<file path="src/rtl/alarm_pkg.sv">
// Shared types and constants for the alarm sequencer and its helpers.
package alarm_pkg;

  localparam int CNT_W   = 16;
  localparam int STATE_W = 3;

  typedef enum logic [STATE_W-1:0] {
    DISARMED    = 3'd0,
    EXIT_DELAY  = 3'd1,
    ARMED       = 3'd2,
    ENTRY_DELAY = 3'd3,
    ALARM       = 3'd4
  } state_e;

  function automatic logic is_armed(input state_e s);
    return (s == ARMED) || (s == ENTRY_DELAY) || (s == ALARM);
  endfunction

endpackage

</file>
<file path="src/rtl/alarm_sync2.sv">
// Two-flop synchroniser for a single asynchronous level input.
module alarm_sync2 (
  input  logic clk,
  input  logic rst_n,
  input  logic d,
  output logic q
);

  logic meta;

  // NOTE: sequential state uses non-blocking assignments so both flops
  // sample the pre-edge values and the chain really is two stages deep.
  always_ff @(posedge clk or negedge rst_n) begin
    if (!rst_n) begin
      meta <= 1'b0;
      q    <= 1'b0;
    end else begin
      meta <= d;
      q    <= meta;
    end
  end

endmodule

</file>
<file path="src/rtl/alarm_sequencer.sv">
// Intruder-alarm FSM: exit delay, armed watch, entry delay and timed siren.
module alarm_sequencer
  import alarm_pkg::*;
#(
  parameter int EXIT_DELAY_CYC  = 16,
  parameter int ENTRY_DELAY_CYC = 8,
  parameter int SIREN_CYC       = 32
) (
  input  logic               clk,
  input  logic               rst_n,
  input  logic               arm_req,
  input  logic               disarm_req,
  input  logic               trigger,
  output logic               system_armed,
  output logic               siren,
  output logic [STATE_W-1:0] state_o
);

  localparam int CNT_MAX = (1 << CNT_W) - 1;

  if (EXIT_DELAY_CYC  < 1 || EXIT_DELAY_CYC  > CNT_MAX ||
      ENTRY_DELAY_CYC < 1 || ENTRY_DELAY_CYC > CNT_MAX ||
      SIREN_CYC       < 1 || SIREN_CYC       > CNT_MAX) begin : g_bad_param
    $error("alarm_sequencer: delay parameters must lie in 1..65535");
  end

  localparam logic [CNT_W-1:0] EXIT_LOAD  = CNT_W'(EXIT_DELAY_CYC - 1);
  localparam logic [CNT_W-1:0] ENTRY_LOAD = CNT_W'(ENTRY_DELAY_CYC - 1);
  localparam logic [CNT_W-1:0] SIREN_LOAD = CNT_W'(SIREN_CYC - 1);

  state_e           state, state_next;
  logic [CNT_W-1:0] count, count_next;
  logic             trigger_s;
  logic             expired;

  alarm_sync2 u_trigger_sync (
    .clk   (clk),
    .rst_n (rst_n),
    .d     (trigger),
    .q     (trigger_s)
  );

  assign expired = (count == '0);

  // NOTE: every always_comb output gets a default first, so no path can
  // leave it unassigned and infer a latch.
  always_comb begin
    state_next = state;
    count_next = count - 1'b1;
    case (state)
      DISARMED: begin
        count_next = '0;
        if (arm_req) begin
          state_next = EXIT_DELAY;
          count_next = EXIT_LOAD;
        end
      end
      EXIT_DELAY: begin
        if (expired) state_next = ARMED;
      end
      ARMED: begin
        count_next = '0;
        if (trigger_s) begin
          state_next = ENTRY_DELAY;
          count_next = ENTRY_LOAD;
        end
      end
      ENTRY_DELAY: begin
        if (expired) begin
          state_next = ALARM;
          count_next = SIREN_LOAD;
        end
      end
      ALARM: begin
        if (expired) state_next = ARMED;
      end
      default: begin
        state_next = DISARMED;
        count_next = '0;
      end
    endcase
    // Disarm wins over arm requests and over a same-cycle expiry.
    if (disarm_req) begin
      state_next = DISARMED;
      count_next = '0;
    end
  end

  // Outputs are registered from the next-state decode so they always match
  // the state register without any combinational path from the inputs.
  always_ff @(posedge clk or negedge rst_n) begin
    if (!rst_n) begin
      state        <= DISARMED;
      count        <= '0;
      system_armed <= 1'b0;
      siren        <= 1'b0;
    end else begin
      state        <= state_next;
      count        <= count_next;
      system_armed <= is_armed(state_next);
      siren        <= (state_next == ALARM);
    end
  end

  assign state_o = state;

endmodule

</file>
<file path="config.mk">
export PLATFORM = sky130hd
export DESIGN_NAME = alarm_sequencer
export DESIGN_NICKNAME = d
export VERILOG_FILES = /design/src/rtl/alarm_pkg.sv /design/src/rtl/alarm_sync2.sv /design/src/rtl/alarm_sequencer.sv
export SDC_FILE = /design/constraint.sdc
export NUM_CORES = 1
export LEC_CHECK = 0
export ABC_AREA = 1
export CAP_MARGIN = 20
export CORE_MARGIN = 2
export CORE_UTILIZATION = 50
export CTS_CLUSTER_DIAMETER = 200
export DETAILED_ROUTE_END_ITERATION = 6
export PLACE_DENSITY = 0.71
export REMOVE_ABC_BUFFERS = 1
export SLEW_MARGIN = 20
export SYNTH_ARGS = -nofsm -noshare
export SYNTH_HDL_FRONTEND = slang
export SYNTH_SLANG_ARGS = --single-unit
</file>
<file path="constraint.sdc">
create_clock -name clk -period 1.4 [get_ports clk]
set_input_delay 0.28 -clock clk [delete_from_list [all_inputs] [get_ports clk]]
set_output_delay 0.28 -clock clk [all_outputs]
set_load 0.005 [all_outputs]
</file>
==> flow_summary.json <==
{
  "status": "complete, no violations",
  "max_freq_ghz": 0.753,
  "grt_pass1_vias": 993,
  "crit_path_start_kind": "flop",
  "dp_hpwl_mm": 1.79,
  "dr.max_layer_used": "met4",
  "antenna_cells": 0,
  "hp-class": "in -> async",
  "slew_headroom_pct": 80.1,
  "path_clk_slew_ns": 0.13,
  "cpPeakStageDelay_ns": 0.40,
  "syn_area_per_cell_um2": 7.57,
  "leakagePower_nw": 0.904,
  "viasPerCell": 4.88,
  "path_cells": "buf_4 -> inv_1 -> nand2_1 -> a21oi_2 -> nand2_2 -> nor2_1",
  "comb_power_share_pct": 58.9,
  "power_per_cell_area_nw_per_um2": 1860,
  "dr.first_iter.drc_count": 20,
  "final_common_cell": "nand2_1",
  "synth_area_leaders": "dfrtp_1 46%, nand2_1 13%, nor2_1 10%",
  "synth_top_cell_by_area": "dfrtp_1",
  "antenna_found_initial": 0,
  "totalWireLength_mm": 2.56,
  "rows": 18,
  "yosysTopAreaCellShare_pct": 46.4,
  "multi_input_area_um2": 668,
  "clock_sinks": 23,
  "ys_ff_latch": 23,
  "core_area_um2": 2410,
  "dp_cells": 211,
  "p_seq_share_pct": 30.5,
  "p_clk_share_pct": 10.6,
  "vias": 1068,
  "setup_violations": 0,
  "finalWorstPathRequiredPeriod_ns": 1.33,
  "cts_root_buffer": "clkbuf_4",
  "p_int_mw": 1.60,
  "worstPathArrival_ns": 1.58,
  "nFillCells": 202,
  "drv_cap": 0,
  "cts_inserted_buffers": 3,
  "io_buffers": 9,
  "grt_overflow_total": 0,
  "register_area_um2": 577,
  "htreeDepth": 1,
  "finish.net_count": 196,
  "cp-end-kind": "flop",
  "crit_required_ns": 1.66,
  "cts_tree": "done",
  "met3_wirelength_um": 70,
  "startpoint": "state_o[0]",
  "r2r_start": "state_o[0]",
  "swShare_pct": 45.3,
  "yosysUniqueCellTypes": 17,
  "clock_latency_ns": 0.31,
  "cts_max_path_buffers": 2,
  "worstSetupPathType": "reg -> reg",
  "die-width_um": 53.8,
  "period_share_pct": 94.9,
  "holdBufCountCts": 0,
  "skew_ns": 0.00527,
  "drc": 0,
  "slew_viol_final": 0,
  "p_switching_mw": 1.32,
  "irDropWorstVdd_mv": 1.06,
  "syn-cell-area_um2": 1240,
  "grt_max_degree": 24,
  "yosys_warnings": 0,
  "wl_per_cell_um": 11.7,
  "cp_slowest_cell": "dfrtp_1",
  "finish.utilization_pct": 65.3,
  "synth-seq-area-share_pct": 46.4,
  "power.total_mw": 2.92,
  "whs_ns": 0.297,
  "dr_wl_met2_mm": 1.27,
  "rsz0062_at_grt": "yes",
  "dieArea_um2": 2900,
  "grt_pass1_wl_mm": 4.10,
  "ant_nets": 0,
  "final_cells": 219,
  "synth_cells": 164,
  "die_y_um": 53.8,
  "crit_fanout": 5,
  "final_cell_mix": "39 x nand2_1, 25 x nor2_1, 22 x dfrtp_1",
  "start_util_pct": 51.5,
  "hold_viol": 0,
  "num_io_pins": 10,
  "wl_met1_mm": 1.19,
  "tightest_slew_ns": 0.299,
  "first_pass_iters": 4,
  "gp_congestion": 0.857,
  "drive_above_1_share_pct": 25.9,
  "area_growth_pct": 26.7,
  "grt_usage_pct": 19.7
}
==> power by group through the flow <==
stage / combinational [mW] / clock, mW / sequential (mW)
5_1_grt: 1.93 / 0.338 / 0.905
3_5_place_dp: 1.47 / 0 / 0.898
4_1_cts: 1.54 / 0.316 / 0.870
3_3_place_gp: 1.45 / 0 / 0.894
2_1_floorplan: 1.10 / 0 / 0.889
6_report: 1.72 / 0.309 / 0.892
==> cell families (layout without fill, tap and decap cells) <==
logic type / count (synthesis) / after routing / share of synthesized area [%]
buffers and inverters: 24 / 48 / 7.86
xor gates and xnor gates: 11 / 11 / 7.76
AOI/OAI and AO/OA: 4 / 4 / 1.61
adders and majority gates: 1 / 1 / 1.01
and+or+nand+nor: 101 / 102 / 35.4
DFF: 23 / 23 / 46.4
==> metal layers <==
layer	vias up	track usage [%]
li1	548	-
met1	501	22.7
met2	14	35.4
met3	5	3.33
met4	0	8.55
met5	-	0
==> synthesized netlist by cell type <==
| cell type | count |
|---|---|
| nor2_2 | 7 |
| nor3_4 | 1 |
| nand3_1 | 11 |
| o21ai_0 | 1 |
| inv_2 | 1 |
| dfrtp_1 | 23 |
| ha_1 | 1 |
| xnor2_1 | 4 |
| nand2_1 | 43 |
| nor2_1 | 34 |
| buf_6 | 1 |
| inv_1 | 22 |
| a21oi_1 | 3 |
| nand3_2 | 1 |
| xor2_1 | 7 |
| nand4_1 | 2 |
| nand2_2 | 2 |
==> layout make-up <==
cell class              instances  share of cell area (%)
clock buffers                   3                    1.43
clock inverters                 1                   0.318
inverters                      23                    5.65
multi-input cells             118                    42.5
flip-flops and latches         23                    36.7
well taps                      30                    2.39
repair buffers                 21                    11.1
==> flip-flops by register name (all words and copies together) (netlist names) <==
name	count
u_trigger_sync.meta	1
count	16
state_o	3
system_armed	1
siren	1
u_trigger_sync.q	1
==> worst max-delay path: cells and delay by family (launching register included) <==
family / cells / cell delay, ns
compound gates: 1 / 0.26
buf+inv: 2 / 0.27
flops: 1 / 0.40
simple gates: 3 / 0.34
==> path summary, 6_finish.rpt <==
path | end | slack (ns) | cells after the start
min in group clk | u_trigger_sync.q | 0.36 | 0
setup reg to reg | count[14] | 0.07 | 6
hold reg to reg | u_trigger_sync.q | 0.36 | 0
setup / recovery | count[14] | 0.07 | 6
max in group asynchronous | state_o[2] | 0.86 | 2
hold / removal | count[11] | 0.30 | 2
==> stage by stage <==
stage | setup TNS, ns | area (um^2) | worst slack (ns)
2_1_floorplan | 0 | 1230 | 0.0789
3_3_place_gp | 0 | 1430 | 0.0182
3_5_place_dp | -0.0316 | 1430 | -0.00827
4_1_cts | 0 | 1480 | 0.00193
5_1_grt | -0.0286 | 1570 | -0.0131
6_report | 0 | 1570 | 0.0718
==> repair_timing <==
action / CTS / global route
pin swaps: 1 / 5
cloned: 0 / 1
gates resized for setup: 8 / 27
hold endpoints to repair: 0 / 0
endpoints found under the setup margin: 17 / 20
buffers inserted: 3 / 0
Note: power is estimated with default switching activity, not from simulation.
